$ cat config.mk
export PLATFORM = sky130hd
export DESIGN_NAME = perf_stat_display
export DESIGN_NICKNAME = d
export VERILOG_FILES = /design/src/rtl/perf_stat_pkg.sv /design/src/rtl/sat_counter.sv /design/src/rtl/perf_stat_display.sv
export SDC_FILE = /design/constraint.sdc
export NUM_CORES = 1
export LEC_CHECK = 0
export ABC_AREA = 1
export BUFFER_PORTS_ARGS = -buffer_cell sky130_fd_sc_hd__buf_2
export CAP_MARGIN = 5
export CORE_MARGIN = 1.5
export CORE_UTILIZATION = 57
export CTS_BUF_LIST = sky130_fd_sc_hd__clkbuf_4 sky130_fd_sc_hd__clkbuf_8
export DETAILED_ROUTE_END_ITERATION = 8
export MAX_ROUTING_LAYER = met4
export PLACE_DENSITY = 0.78
export SKIP_CTS_REPAIR_TIMING = 1
export SYNTH_ARGS = -nofsm -noshare
export SYNTH_HDL_FRONTEND = slang
export SYNTH_HIERARCHICAL = 1
export SYNTH_SLANG_ARGS = --single-unit
export TNS_END_PERCENT = 1
$ cat constraint.sdc
create_clock -name clk -period 23.4 [get_ports clk]
set_clock_uncertainty 0.15 [all_clocks]
set_input_delay 1.17 -clock clk [delete_from_list [all_inputs] [get_ports clk]]
set_output_delay 1.17 -clock clk [all_outputs]
set_load 0.02 [all_outputs]
$ cat src/rtl/perf_stat_pkg.sv
// Shared constants and sizing helpers for the performance-statistics display bank.
package perf_stat_pkg;

    // Default channel roles on the CPU board: external words first, then counters.
    localparam int CH_SYSCALL   = 0;
    localparam int CH_PC        = 1;
    localparam int CNT_CYCLE    = 0;
    localparam int CNT_JUMP     = 1;
    localparam int CNT_BRANCH   = 2;
    localparam int CNT_BR_TAKEN = 3;
    localparam int CNT_LOADUSE  = 4;
    localparam int CNT_MDATA    = 5;

    typedef enum logic {
        SRC_LIVE = 1'b0,
        SRC_SNAP = 1'b1
    } disp_src_e;

    function automatic int sel_width(input int total);
        return (total > 1) ? $clog2(total) : 1;
    endfunction

    function automatic int ext_bus_width(input int num_ext);
        return 32 * ((num_ext > 0) ? num_ext : 1);
    endfunction

endpackage

$ cat src/rtl/sat_counter.sv
// Saturating event counter with a sticky overflow flag; clear beats increment.
module sat_counter #(
    parameter int W = 32
) (
    input  logic         clk,
    input  logic         rst,
    input  logic         clr,
    input  logic         en,
    output logic [W-1:0] value,
    output logic         ovf
);

    logic [W-1:0] value_q, value_d;
    logic         ovf_q, ovf_d;

    always_comb begin
        // NOTE: every next-state signal gets its hold value first so no path leaves it unassigned (no latch).
        value_d = value_q;
        ovf_d   = ovf_q;
        if (clr) begin
            value_d = '0;
            ovf_d   = 1'b0;
        end else if (en) begin
            if (&value_q) ovf_d = 1'b1;
            else          value_d = value_q + W'(1);
        end
    end

    always_ff @(posedge clk) begin
        // NOTE: state registers use non-blocking assignments so every flop samples pre-edge values.
        if (rst) begin
            value_q <= '0;
            ovf_q   <= 1'b0;
        end else begin
            value_q <= value_d;
            ovf_q   <= ovf_d;
        end
    end

    assign value = value_q;
    assign ovf   = ovf_q;

endmodule

$ cat src/rtl/perf_stat_display.sv
// Statistics counter bank, freeze snapshot and manual/auto-scroll selector driving
// one registered 32-bit word to the 7-segment display.
module perf_stat_display
    import perf_stat_pkg::*;
#(
    parameter int NUM_CNT    = 6,
    parameter int NUM_EXT    = 2,
    parameter int CNT_W      = 32,
    parameter int SCROLL_DIV = 50_000_000,
    parameter int SEL_W      = sel_width(NUM_EXT + NUM_CNT)
) (
    input  logic                               clk,
    input  logic                               rst,
    input  logic                               halt,
    input  logic [NUM_CNT-1:0]                 inc,
    input  logic [ext_bus_width(NUM_EXT)-1:0]  ext_data,
    input  logic                               clr_stats,
    input  logic                               freeze,
    input  logic                               auto_mode,
    input  logic [SEL_W-1:0]                   sel,
    output logic [31:0]                        disp_out,
    output logic [SEL_W-1:0]                   disp_idx,
    output logic [NUM_CNT-1:0]                 ovf
);

    localparam int TOTAL = NUM_EXT + NUM_CNT;
    localparam int TMR_W = $clog2(SCROLL_DIV);

    logic [CNT_W-1:0] cnt_val [NUM_CNT];
    logic [31:0]      live    [TOTAL];
    logic [31:0]      snap_q  [TOTAL];
    logic             freeze_q;

    logic [TMR_W-1:0] timer_q, timer_d;
    logic [SEL_W-1:0] idx_q, idx_d;
    logic [SEL_W-1:0] src_idx;
    disp_src_e        src;
    logic [31:0]      disp_out_q, disp_out_d;
    logic [SEL_W-1:0] disp_idx_q;

    for (genvar g = 0; g < NUM_CNT; g++) begin : g_cnt
        sat_counter #(.W(CNT_W)) u_cnt (
            .clk   (clk),
            .rst   (rst),
            .clr   (clr_stats),
            .en    (inc[g] & ~halt),
            .value (cnt_val[g]),
            .ovf   (ovf[g])
        );
    end

    always_comb begin
        for (int e = 0; e < NUM_EXT; e++) live[e] = ext_data[32*e +: 32];
        for (int c = 0; c < NUM_CNT; c++) live[NUM_EXT + c] = 32'(cnt_val[c]);
    end

    // Capture happens on the first cycle freeze is seen high, so increments in that cycle are excluded.
    always_ff @(posedge clk) begin
        if (rst) begin
            freeze_q <= 1'b0;
            // NOTE: the snapshot array is a plain register bank, so it can and does take the synchronous reset.
            for (int c = 0; c < TOTAL; c++) snap_q[c] <= '0;
        end else begin
            freeze_q <= freeze;
            if (freeze && !freeze_q) begin
                for (int c = 0; c < TOTAL; c++) snap_q[c] <= live[c];
            end
        end
    end

    // In manual mode idx tracks sel and the timer idles at 0, so entering auto resumes from the shown channel.
    always_comb begin
        timer_d = timer_q;
        idx_d   = idx_q;
        if (!auto_mode) begin
            timer_d = '0;
            idx_d   = sel;
        end else if (timer_q == TMR_W'(SCROLL_DIV - 1)) begin
            timer_d = '0;
            idx_d   = (int'(idx_q) >= TOTAL - 1) ? '0 : idx_q + SEL_W'(1);
        end else begin
            timer_d = timer_q + TMR_W'(1);
        end
    end

    always_comb begin
        src_idx    = auto_mode ? idx_q : sel;
        src        = (freeze && freeze_q) ? SRC_SNAP : SRC_LIVE;
        disp_out_d = '0;
        for (int c = 0; c < TOTAL; c++) begin
            if (src_idx == SEL_W'(c)) disp_out_d = (src == SRC_SNAP) ? snap_q[c] : live[c];
        end
    end

    always_ff @(posedge clk) begin
        if (rst) begin
            timer_q    <= '0;
            idx_q      <= '0;
            disp_out_q <= '0;
            disp_idx_q <= '0;
        end else begin
            timer_q    <= timer_d;
            idx_q      <= idx_d;
            disp_out_q <= disp_out_d;
            disp_idx_q <= src_idx;
        end
    end

    assign disp_out = disp_out_q;
    assign disp_idx = disp_idx_q;

endmodule

==> Flow_metrics.wiki <==
{| class="wikitable"
! Metric !! Value
|-
| Status || completed
|-
| Pint || 1.515 mW
|-
| FF-to-FF path depth || 8
|-
| Max-Cap Viols || 0
|-
| Max-slew violations || 0
|-
| RSZ-0062 raised after global routing || false
|-
| Main flop type after synthesis || sky130_fd_sc_hd__dfxtp_1
|-
| Critical path buffers and inverters || 4
|-
| Number of enable flip-flop cells after synthesis || 256
|-
| Tcrit/Tclk final || 0.1566
|-
| First drt pass iteration count || 8
|-
| CP Capture Type || flip-flop
|-
| Slowest CP cell || sky130_fd_sc_hd__buf_4
|-
| Total net switching power || 0.5016 mW
|-
| H-tree depth reported by CTS || 3
|-
| Max stage delay on crit path || 950 ps
|-
| Yosys cell types || 44
|-
| Crit Reg-Reg Startpoint || freeze_q
|-
| Post-route setup TNS || 0 ps
|-
| Synth Instances || 3963
|-
| FFs w/ async S/R, synth || 0
|-
| Count of final setup violators || 0
|-
| PortBufs || 119
|-
| Hold Path End || timer_q[25]
|-
| Type of the setup path with the least slack || input pin to flip-flop
|-
| Worst-case clock buffer depth || 3
|-
| Sink count of the clock tree || 519
|-
| Seq pwr share || 0.495
|-
| Cells along the critical path || buf_2 -> nand2_4 -> buf_4 -> buf_4 -> a211oi_1 -> nor2_1 -> nand4_1 -> nand2_1 -> inv_1
|-
| HPWL after detailed placement || 59.78 mm
|-
| Peak supply drop || 39.91 uV
|-
| Max Clock Freq || 272.8 MHz
|-
| Hold Path Class || flip-flop to flip-flop
|-
| Global route total overflow || 0
|-
| Startpoint of the lowest-slack hold path || timer_q[25]
|-
| Kind of cell adding the most delay to the critical path || buffers and inverters
|-
| Least setup slack across all paths after layout || 19730 ps
|-
| Number of clock buffers inserted by TritonCTS || 88
|-
| Routed wire length per instance || 17.63 um
|-
| Antenna violations before repair || 4
|-
| Data arrival time of the critical path || 4090 ps
|-
| Pin count of the biggest net entering global routing || 175
|-
| Die Outline Area || 51420 um2
|-
| Placeable core area || 49150 um2
|-
| FF-to-FF End || disp_out[25]
|-
| Proportion of layout cells with a drive suffix above 1 || 0.1042
|-
| Count of yosys warnings during synthesis || 6
|-
| Uppermost signal routing layer after detailed routing || met4
|-
| Number of global-route vias before repair || 23820
|-
| Net count after synthesis || 4051
|-
| Proportion of synthesized chip area in sequential cells || 0.4539
|-
| Signed area change from the synthesized netlist to the final layout || 9.492%
|-
| Residual DRC count || 0
|-
| Placer's final routability congestion estimate || 0.9748
|-
| Number of vias per cell || 5.565
|-
| Tot GR Track Use || 0.3385
|-
| Setup Slack @ Placement || 19200 ps
|-
| Clock network fraction of total power || 0.436
|-
| Clk_lat worst skew || 690 ps
|-
| Drt first-iter violations || 3542
|-
| CP most frequent cell || sky130_fd_sc_hd__buf_4
|-
| Die span in y || 226.8 um
|-
| Final wirelength || 84.16 mm
|-
| Logic pwr share || 0.070
|-
| Number of flip-flops and latches in the synthesized netlist || 519
|-
| Met3 routed wirelength || 7.301 mm
|-
| Startpoint type of the worst setup path || input pin
|-
| Count of vias placed by the detailed router || 26570
|-
| Crit path max fanout || 118
|-
| ANT nets after route || 0
|-
| Shortest clock period the worst path allows after layout || 3665 ps
|-
| Overall die width || 226.8 um
|-
| Metal2 WL || 38.14 mm
|-
| LEAKAGE || 12.40 nW
|-
| Global-route wire length before repair || 131.0 mm
|-
| Number of nets in the final layout || 4121
|-
| Post-synthesis average cell area || 7.201 um2
|-
| WHS Path Cells || 2
|-
| TritonCTS clock tree || yes
|-
| Switching Share || 0.2487
|-
| Data required time at the worst endpoint || 23820 ps
|-
| Number of hold violations in the final report || 0
|-
| Power per standard cell area || 64.55 nW/um2
|-
| Top Ports || 120
|-
| Relative slew slack || 0.2345
|-
| Starting density of the core || 0.5806
|-
| CTS clock-pin slew for the worst setup and hold paths || 60 ps
|-
| Root buffer cell || sky130_fd_sc_hd__clkbuf_8
|-
| Actual transition at the worst max-transition pin || 1148 ps
|-
| Cell row count || 81
|-
| R2R setup slack || 19950 ps
|-
| WL met1 || 34.27 mm
|-
| Post-synthesis instance area || 28540 um2
|-
| Total Power Consumption || 2.017 mW
|}
## cells by family (layout without fill, tap and decap cells)
| kind of cell | count (synthesis) | count (layout) | share of synthesized area |
|---|---|---|---|
| and+or+nand+nor | 2250 | 2250 | 0.3429 |
| buffers and inverters | 671 | 815 | 0.09782 |
| DFF | 519 | 519 | 0.4539 |
| AOI/OAI and AO/OA | 503 | 503 | 0.09808 |
| xor gates and xnor gates | 11 | 11 | 0.003376 |
| adders and majority gates | 9 | 9 | 0.003946 |
| other | 0 | 3 | 0 |
## area by class of cell
| type | instances | area (um2) |
|---|---|---|
| antenna | 3 | 7.507 |
| clock buffer | 146 | 1765 |
| clock inverter | 18 | 138.9 |
| fill | 4396 | 17910 |
| inverter | 505 | 1901 |
| multi-input combinational | 2773 | 12840 |
| sequential | 519 | 12950 |
| tap | 664 | 830.8 |
| timing repair buffer | 146 | 813.3 |
## Yosys cell counts (6+ instances only)
cell type                  number  share of area
sky130_fd_sc_hd__nand2_1      960           0.13
sky130_fd_sc_hd__nor2_1       763           0.10
sky130_fd_sc_hd__inv_1        492          0.065
sky130_fd_sc_hd__dfxtp_1      263           0.18
sky130_fd_sc_hd__edfxtp_1     256           0.27
sky130_fd_sc_hd__nand3_1      235          0.041
sky130_fd_sc_hd__a21oi_1      193          0.034
sky130_fd_sc_hd__o21ai_0      179          0.031
sky130_fd_sc_hd__nand4_1      116          0.025
sky130_fd_sc_hd__clkbuf_1      79          0.010
sky130_fd_sc_hd__o211ai_1      61          0.016
sky130_fd_sc_hd__nor3_1        52         0.0091
sky130_fd_sc_hd__buf_2         48         0.0084
sky130_fd_sc_hd__a31oi_1       38         0.0083
sky130_fd_sc_hd__a211oi_1      29         0.0076
sky130_fd_sc_hd__nor2_2        29         0.0064
sky130_fd_sc_hd__buf_6         25         0.0099
sky130_fd_sc_hd__nand2_2       21         0.0046
sky130_fd_sc_hd__nor2_4        17         0.0067
sky130_fd_sc_hd__nand2_4       15         0.0059
sky130_fd_sc_hd__inv_2         12         0.0016
sky130_fd_sc_hd__ha_1           9         0.0039
sky130_fd_sc_hd__xnor2_1        9         0.0028
sky130_fd_sc_hd__nand3b_1       7         0.0018
sky130_fd_sc_hd__buf_1          6        0.00079
sky130_fd_sc_hd__nand3_4        6         0.0037
sky130_fd_sc_hd__nor2_8         6         0.0042
## worst max path at each step
stage / from / end / slack, ps / cells past startpoint
after floorplan: freeze / snap_q[0][0] / 3000 / 2
after global placement: freeze / disp_out[25] / 19260 / 9
after detailed placement: freeze / disp_out[27] / 19200 / 10
after CTS: freeze / disp_out[27] / 19900 / 10
after global routing: freeze / disp_out[26] / 19550 / 10
final: freeze / disp_out[25] / 19730 / 9
## through the flow
stage	std cells	area [um2]	utilization	hold WS [ps]
finish	4774	31250	0.6357	315.4
global route	4774	31250	0.6357	341.4
CTS	4771	31240	0.6355	319.8
detailed placement	4607	29330	0.5968	306.6
global placement	4607	29330	0.5968	299.2
floorplan	3963	28540	-	279.7
## power by group through the flow
| stage | Sequential [mW] | Clock, mW | Combinational (mW) |
|---|---|---|---|
| 6_report | 0.998 | 0.878 | 0.141 |
| 5_1_grt | 0.999 | 0.922 | 0.152 |
| 4_1_cts | 0.997 | 0.885 | 0.138 |
| 3_5_place_dp | 1.02 | 0 | 0.138 |
| 3_3_place_gp | 1.02 | 0 | 0.136 |
| 2_1_floorplan | 1.03 | 0 | 0.0810 |
## layer usage
metal | vias up | GRT usage
li1 | 12990 | -
met1 | 12100 | 0.4330
met2 | 1245 | 0.5217
met3 | 236 | 0.05818
met4 | 0 | 0.1630
met5 | - | -
## worst min-delay path, cell delays in order (launching register included)
cell	delay, ps
sky130_fd_sc_hd__dfxtp_1	310
sky130_fd_sc_hd__nand2_1	60
sky130_fd_sc_hd__a21oi_1	50
## cell usage in the layout (no fill, tap or decap), types with 3 or more instances in the layout
cell type	instances
sky130_fd_sc_hd__nand2_2	21
sky130_fd_sc_hd__inv_1	492
sky130_fd_sc_hd__ha_1	9
sky130_fd_sc_hd__nor2_8	6
sky130_fd_sc_hd__a211oi_1	29
sky130_fd_sc_hd__edfxtp_1	256
sky130_fd_sc_hd__dfxtp_1	263
sky130_fd_sc_hd__nand2_1	958
sky130_fd_sc_hd__nor3_4	4
sky130_fd_sc_hd__buf_4	27
sky130_fd_sc_hd__clkinv_2	8
sky130_fd_sc_hd__a21oi_1	193
sky130_fd_sc_hd__nor2_4	18
sky130_fd_sc_hd__clkbuf_8	107
sky130_fd_sc_hd__o21ai_0	178
sky130_fd_sc_hd__nand3_2	5
sky130_fd_sc_hd__nand4_1	116
sky130_fd_sc_hd__nor2_2	28
sky130_fd_sc_hd__clkinv_1	7
sky130_fd_sc_hd__xnor2_1	9
sky130_fd_sc_hd__nand2_4	17
sky130_fd_sc_hd__nand3_1	235
sky130_fd_sc_hd__a31oi_1	38
sky130_fd_sc_hd__clkbuf_4	39
sky130_fd_sc_hd__nand3b_1	7
sky130_fd_sc_hd__nand3_4	6
sky130_fd_sc_hd__nor3b_1	3
sky130_fd_sc_hd__inv_2	11
sky130_fd_sc_hd__or2_2	3
sky130_fd_sc_hd__nor4_1	5
sky130_fd_sc_hd__nor2_1	763
sky130_fd_sc_hd__nor3_1	52
sky130_fd_sc_hd__diode_2	3
sky130_fd_sc_hd__o211ai_1	61
sky130_fd_sc_hd__buf_2	118
## state kept, by name, summed over array words and instances (netlist names)
register	count
g_cnt.u_cnt/value	192
disp_out	32
g_cnt.u_cnt/ovf	6
timer_q	26
snap_q	256
disp_idx	3
freeze_q	1
idx_q	3
Note: power is estimated with default switching activity, not from simulation.
